<file path="config.mk">
export PLATFORM = sky130hd
export DESIGN_NAME = fir_ctrl_fsm
export DESIGN_NICKNAME = d
export VERILOG_FILES = /design/src/rtl/fir_ctrl_fsm.sv
export SDC_FILE = /design/constraint.sdc
export NUM_CORES = 1
export LEC_CHECK = 0
export CORE_ASPECT_RATIO = 0.75
export CORE_MARGIN = 3
export CORE_UTILIZATION = 30
export CTS_CLUSTER_SIZE = 30
export DETAILED_ROUTE_END_ITERATION = 10
export PLACE_DENSITY_LB_ADDON = 0.2
export SLEW_MARGIN = 10
export SYNTH_ARGS = -nofsm -noshare
export SYNTH_HDL_FRONTEND = slang
export SYNTH_SLANG_ARGS = --single-unit
export TNS_END_PERCENT = 30
</file>
<file path="constraint.sdc">
create_clock -name clk_b -period 5.7 [get_ports clk_b]
set_input_delay 1.14 -clock clk_b [delete_from_list [all_inputs] [get_ports clk_b]]
set_output_delay 1.14 -clock clk_b [all_outputs]
set_load 0.02 [all_outputs]
</file>
<file path="src/rtl/fir_ctrl_fsm.sv">
// Sequencer for a single-MAC FIR engine: walks y[n] = sum h[k]*x[n-k],
// driving memory reads, MAC control and result writes.
module fir_ctrl_fsm (
  input  logic        clk_b,
  input  logic        rst_n,
  input  logic        Start,
  input  logic [5:0]  Ile_wsp,
  input  logic [13:0] Ile_probek,
  output logic        Pracuje,
  output logic        DONE,
  output logic        rd_en,
  output logic [13:0] adr_probki,
  output logic [5:0]  adr_wsp,
  output logic        mac_clr,
  output logic        mac_en,
  output logic        wr_wynik,
  output logic [13:0] adr_wyniku
);

  typedef enum logic [2:0] {IDLE, CLEAR, MAC, DRAIN, WRITE, FIN} state_t;

  state_t      state, state_next;
  logic        start_q, armed, start_edge;
  logic [5:0]  n_coef, n_coef_next;
  logic [13:0] m_smp, m_smp_next;
  logic [13:0] n_idx, n_idx_next;
  logic [5:0]  k, k_next;
  logic [5:0]  n_lim, k_max;

  // armed blocks a Start level that was already high when reset released
  assign start_edge = Start & ~start_q & armed;
  assign n_lim      = n_coef - 6'd1;
  assign k_max      = (n_idx < {8'd0, n_lim}) ? n_idx[5:0] : n_lim;

  always_ff @(posedge clk_b or negedge rst_n) begin
    if (!rst_n) begin
      state   <= IDLE;
      start_q <= 1'b0;
      armed   <= 1'b0;
      n_coef  <= '0;
      m_smp   <= '0;
      n_idx   <= '0;
      k       <= '0;
    end else begin
      state   <= state_next;
      start_q <= Start;
      armed   <= armed | ~Start;
      n_coef  <= n_coef_next;
      m_smp   <= m_smp_next;
      n_idx   <= n_idx_next;
      k       <= k_next;
    end
  end

  always_comb begin
    state_next  = state;
    n_coef_next = n_coef;
    m_smp_next  = m_smp;
    n_idx_next  = n_idx;
    k_next      = k;
    case (state)
      IDLE: begin
        if (start_edge) begin
          n_coef_next = Ile_wsp;
          m_smp_next  = Ile_probek;
          n_idx_next  = '0;
          k_next      = '0;
          state_next  = (Ile_wsp == 6'd0 || Ile_probek == 14'd0) ? FIN : CLEAR;
        end
      end
      CLEAR: begin
        k_next     = '0;
        state_next = MAC;
      end
      MAC: begin
        // k returns to 0 on exit so n-k can never wrap outside MAC
        if (k == k_max) begin
          k_next     = '0;
          state_next = DRAIN;
        end else begin
          k_next = k + 6'd1;
        end
      end
      DRAIN: state_next = WRITE;
      WRITE: begin
        if (n_idx == m_smp - 14'd1) begin
          state_next = FIN;
        end else begin
          n_idx_next = n_idx + 14'd1;
          state_next = CLEAR;
        end
      end
      FIN:     state_next = IDLE;
      default: state_next = IDLE;
    endcase
  end

  // Outputs are registered from next-state values so they line up with the state
  always_ff @(posedge clk_b or negedge rst_n) begin
    if (!rst_n) begin
      Pracuje    <= 1'b0;
      DONE       <= 1'b0;
      rd_en      <= 1'b0;
      mac_clr    <= 1'b0;
      mac_en     <= 1'b0;
      wr_wynik   <= 1'b0;
      adr_wsp    <= '0;
      adr_probki <= '0;
      adr_wyniku <= '0;
    end else begin
      Pracuje    <= state_next inside {CLEAR, MAC, DRAIN, WRITE};
      DONE       <= (state_next == FIN);
      rd_en      <= (state_next == MAC);
      mac_clr    <= (state_next == CLEAR);
      mac_en     <= rd_en;
      wr_wynik   <= (state_next == WRITE);
      adr_wsp    <= k_next;
      adr_probki <= n_idx_next - {8'd0, k_next};
      adr_wyniku <= n_idx_next;
    end
  end

endmodule

</file>
### After elaboration in Yosys (flattened, before gate mapping)

Index checks and enable logic that the tools add are counted.

| operators by class | value |
|---|---|
| add/sub/neg operators | 5 |
| muxes and demuxes | 12 |
| $lt $le $gt $ge | 1 |
| reduce and logical (&&, ||, !) cells | 6 |
| equal/unequal tests | 11 |
| bitwise operators | 5 |

Operators by type and width:

| operator | count |
|---|---|
| 14-bit 2-to-1 mux | 2 |
| 14-bit case mux with 2 select lines | 1 |
| 6-bit 2-to-1 mux | 3 |
| 6-bit case mux with 3 select lines | 1 |
| 3-bit case mux with 5 select lines | 1 |
| 14-bit by 1-bit adder with 14-bit output, second input constant | 1 |
| 14-bit == test | 1 |
| 14-bit logical NOT | 1 |
| 14-bit by 6-bit < comparator with 1-bit output | 1 |
| 14-bit by 1-bit subtractor with 14-bit output, second input constant | 1 |
| 14-bit by 6-bit subtractor with 14-bit output | 1 |
| 3-bit by 2-bit == test with 1-bit output, second input constant | 4 |
| 3-bit 2-to-1 mux | 4 |
| 3-bit == test, second input constant | 3 |
| 6-bit by 1-bit adder with 6-bit output, second input constant | 1 |
| 3-bit by 1-bit == test with 1-bit output, second input constant | 2 |
| 6-bit == test | 1 |
| 6-bit logical NOT | 1 |
| 6-bit by 1-bit subtractor with 6-bit output, second input constant | 1 |
| 4-bit nonzero test | 1 |
| 3-bit logical NOT | 1 |
| 1-bit bitwise AND | 2 |
| 1-bit inverter | 2 |
| 2-bit AND reduction | 1 |
| other kinds (2) | 2 |

| word-level totals | value |
|---|---|
| bits in registers | 65 |
| input bits | 23 |
| output and inout bits | 40 |
| logic and storage cells | 54 |

### Logic depth before layout (Yosys ltp)

| depth | value |
|---|---|
| depth after elaboration | 8 |
| gate-level depth with buffers | 25 |
| depth with buffers taken out | 25 |

### Least setup slack after synthesis

No wires, ideal clock.

| timing | value |
|---|---|
| path type | register to register |
| from | register n_coef[2] |
| to | register adr_probki[13] |
| period minus slack after synthesis | 4,905 ps |
| library setup time | 127 ps |
| cell stages (with the launch flop) | 24 |
| buffers on the path | 0 |
| arrival | 4,778 ps |
| setup slack | 795 ps |
| data required time | 5,573 ps |
| cell sequence | dfrtp_1 -> nor3_1 -> nor3b_1 -> xor2_1 -> inv_1 -> ha_1 -> a211oi_1 -> nand3_1 -> or3_1 -> a21o_1 -> a211oi_1 -> nand4_1 -> nand2_1 -> o21a_1 -> ha_1 -> nor2b_1 -> o21ai_0 -> a21boi_0 -> o21ai_0 -> a21oi_1 -> o21bai_1 -> nor4_2 -> nand4bb_1 -> xnor2_1 |

| between the ends | value |
|---|---|
| longest elaborated chain between the ends | 7 |

RTL lines:

| item | line | text |
|---|---|---|
| start: declaration | 24 | `logic [5:0] n_coef, n_coef_next;` |
| start signal: assignment | 48 | `n_coef <= n_coef_next;` |
| 6-bit by 1-bit subtractor with 6-bit output (*) | 32 | `assign n_lim = n_coef - 6'd1;` |
| 14-bit by 6-bit < comparator with 1-bit output | 33 | `assign k_max = (n_idx < {8'd0, n_lim}) ? n_idx[5:0] : n_lim;` |
| 6-bit 2-to-1 mux (*) | 33 |  |
| 6-bit == test (*) | 77 | `if (k == k_max) begin` |
| 6-bit 2-to-1 mux (*) | 77 |  |
| 6-bit case mux with 3 select lines (*) | 61 | `case (state)` |
| 14-bit by 6-bit subtractor with 14-bit output (*) | 118 | `adr_probki <= n_idx_next - {8'd0, k_next};` |
| end signal: assignment | 118 |  |
| end: declaration | 12 | `output logic [13:0] adr_probki,` |

Mark *: on every way between the ends. The rest lies on a longest branch, timed or not.
A chain may end at the register's enable or synchronous reset.

### Worst setup path after layout

| timing | value |
|---|---|
| from | register m_smp[0] |
| to | register adr_probki[13] |

| between the ends | value |
|---|---|
| longest elaborated chain between the ends | 5 |

RTL lines:

| item | line | text |
|---|---|---|
| start: declaration | 25 | `logic [13:0] m_smp, m_smp_next;` |
| start signal: assignment | 49 | `m_smp <= m_smp_next;` |
| 14-bit by 1-bit subtractor with 14-bit output | 86 | `if (n_idx == m_smp - 14'd1) begin` |
| 14-bit == test | 86 |  |
| 14-bit 2-to-1 mux | 86 |  |
| 14-bit case mux with 2 select lines | 61 |  |
| net n_idx_next[3] | 26 | `logic [13:0] n_idx, n_idx_next;` |
| 14-bit by 6-bit subtractor with 14-bit output | 118 |  |

The timed path passes the listed nets, and every way through them passes these cells.

==> impl_metrics.toml <==
[finish]
syn_to_final_growth_pct = 26.98
final_common_cell = "nand2_1"
final_cell_mix = "nand2_1 (96), dfrtp_1 (65), clkdlybuf4s50_1 (61)"
fin_cells = 693
diodes = 0
drive_above_1_share_pct = 10.54
fin_nets = 558

[clock_network]
cts.sink_count = 65
clockBufferDepth = 2
cts_tree = "yes"
htree_levels = 3
cts_buffers = 9
clock_latency_ps = 330
clkSlewWorstSetupHoldPaths_ps = 50
cts-root-buf = "clkbuf_16"

[power]
p_leak_nw = 2.282
vdd_drop_max_mv = 0.1968
power_density_nw_per_um2 = 543.5

[floorplan]
die_w_um = 140.7
core-area_sq_um = 13150
die_h_um = 107.0
start_util_pct = 31.03
dieArea_sq_um = 15050
row_count = 36
ios = 63

[global_routing]
grt_overflow = 0
grt_antenna_before_repair = 0
grt_pass1_vias = 3590
grt_max_degree = 66
grt_first_pass_wirelength_um = 18360
track_usage_pct = 15.32

[worst_setup_path]
cp_cell_sequence = "inv_1 > ha_1 > nor2b_1 > or3_2 > a311o_2 > or4_4 > nor4_4 > nor2_1 > buf_4 > and4_1 > mux2i_1 > ha_1 > a21boi_0 > o21ai_1 > a21oi_1 > o21bai_1 > nor4_4 > nand4bb_1 > xnor2_1"
cp.arrival_ps = 5500
cp-start-kind = "flip-flop"
required_ps = 5910
r2r_slack_ps = 410
cp_top_family = "simple AND/OR/NAND/NOR gates"
worstReg2RegStart = "m_smp[0]"
path_class = "reg -> reg"
critical-path-max-stage-delay_ps = 570
critPathLaunch = "m_smp[0]"
cp_max_fo = 9
cp-end-kind = "flip-flop"
cp_slowest_cell = "or4_4"
cp_num_buf_inv = 2

[sta]
report.final.slew_viol_count = 0
relSlewSlack_pct = 34.87
finalHoldViolations = 0
setup_viol = 0
timing.fmax_mhz = 189.0
max_slew.worst_pin.slew_ps = 968.3
fin_crit_sh_pct = 92.84
min_period_ps = 5292
fin_tns_setup_ps = 0
fin_worst_skew_ps = 8.672

[worst_hold_path]
worstHoldStart = "rd_en"
hold_path_class = "reg -> reg"

[synthesis]
synth-seq-cells = 65
syn-num-nets = 492
syn_avg_cell_area_sq_um = 9.010
ys.warnings.count = 0
synth_edf_count = 0
synthArstFlopShare_pct = 100.0
syn_area_sq_um = 4081
synth-seq-area-share_pct = 39.85
synth.distinct_cells = 66
synthCells = 453
ys.flop_type = "dfrtp_1"

[placed_design]
portBuffers = 62
dp.cells = 675
place_congestion = 0.8786
post-dp-hpwl_um = 8193

[outcome]
status = "complete, no violations"

[routing]
via_per_inst = 5.022
drtIter0Drc = 153
ant_nets = 0
route.detailed.drc = 0
dr.pass1.iters = 4
wl_per_cell_um = 15.81
totalWireLength_um = 10950
via_count = 3480

[job]
maxCapViolations = 0
==> layout make-up <==
type / instances / area [sq um]
flip-flops and latches: 65 / 1627
clock inverters: 4 / 45.04
inverters: 19 / 71.32
clock buffers: 10 / 239.0
repair buffers: 73 / 698.2
well taps: 171 / 214.0
fillers: 1307 / 7970
multi-input cells: 351 / 2288
==> power by group <==
part           switching (W)  leakage, nW  internal, W  total, W
clock network       0.000190        0.144     0.000342  0.000533
registers           0.000166        0.847     0.000620  0.000785
logic               0.000803         1.29     0.000696   0.00150
==> Yosys cell counts, drive strengths merged (5+ instances only) <==
cell type | instances | area (sq um)
nand2 | 97 | 364.1
xor2 | 11 | 103.9
ha | 15 | 187.7
o211ai | 6 | 45.04
nand3 | 13 | 65.06
nor4 | 13 | 117.6
dfrtp | 65 | 1627
xnor2 | 20 | 175.2
mux2i | 9 | 90.09
nor2b | 6 | 37.54
a21oi | 16 | 80.08
nor3 | 18 | 90.09
nand4 | 8 | 50.05
clkbuf | 13 | 78.83
nor2 | 28 | 105.1
inv | 19 | 71.32
or4b | 5 | 53.80
o21a | 5 | 37.54
o21ai | 22 | 110.1
and3 | 6 | 38.79
==> registers in the layout (all words and copies together), names as in the netlist <==
| register | count |
|---|---|
| wr_wynik | 1 |
| adr_wsp | 6 |
| state | 3 |
| DONE | 1 |
| Pracuje | 1 |
| mac_en | 1 |
| n_coef | 6 |
| adr_wyniku | 14 |
| adr_probki | 14 |
| mac_clr | 1 |
| start_q | 1 |
| armed | 1 |
| m_smp | 14 |
| rd_en | 1 |
==> layer usage <==
layer / global-route usage, % / part of all wire (%) / routed length [um] / vias to the layer above
li1: - / - / - / 1723
met1: 21.09 / 50 / 5427 / 1652
met2: 22.68 / 43 / 4744 / 95
met3: 5.127 / 6.2 / 674 / 8
met4: 4.426 / 0.59 / 65 / 2
met5: 2.456 / 0.38 / 42 / -
==> through the flow <==
| stage | total power (W) | setup WS (ps) | hold WS [ps] | area, sq um | utilization [%] |
|---|---|---|---|---|---|
| after floorplan | 0.001749 | 794.7 | 435.0 | 4081 | - |
| after global placement | 0.002148 | 265.2 | 365.9 | 4837 | 36.78 |
| after detailed placement | 0.002169 | 19.66 | 370.9 | 4837 | 36.78 |
| after CTS | 0.002731 | 7.901 | 382.7 | 5121 | 38.94 |
| after global routing | 0.003043 | -16.51 | 390.8 | 5182 | 39.40 |
| final | 0.002817 | 408.3 | 376.9 | 5182 | 39.40 |
==> worst paths after layout <==
path                                  endpoint  cells after the start
max in group asynchronous           adr_wsp[1]                      2
worst min register to register          mac_en                      0
worst max register to register  adr_probki[13]                     19
min in group asynchronous             m_smp[8]                      2
worst min-delay path                    mac_en                      0
worst max-delay path            adr_probki[13]                     19
==> logic make-up (layout without fill, tap and decap cells) <==
kind of cell	after synthesis	in the layout	share of synthesized area [%]
xor+xnor	31	31	6.836
compound gates	72	72	12.02
fa+ha+maj	16	16	5.089
buf+inv	37	106	4.844
simple gates	220	220	28.33
flops	65	65	39.85
mux	12	12	3.035
==> repair_timing <==
| action | 4_1_cts | 5_1_grt |
|---|---|---|
| gates resized for setup | 0 | 8 |
| setup buffers | 0 | 4 |
| setup endpoints to repair | 0 | 7 |
| hold buffers | 0 | 0 |
Power figures use the tool's default switching activity.
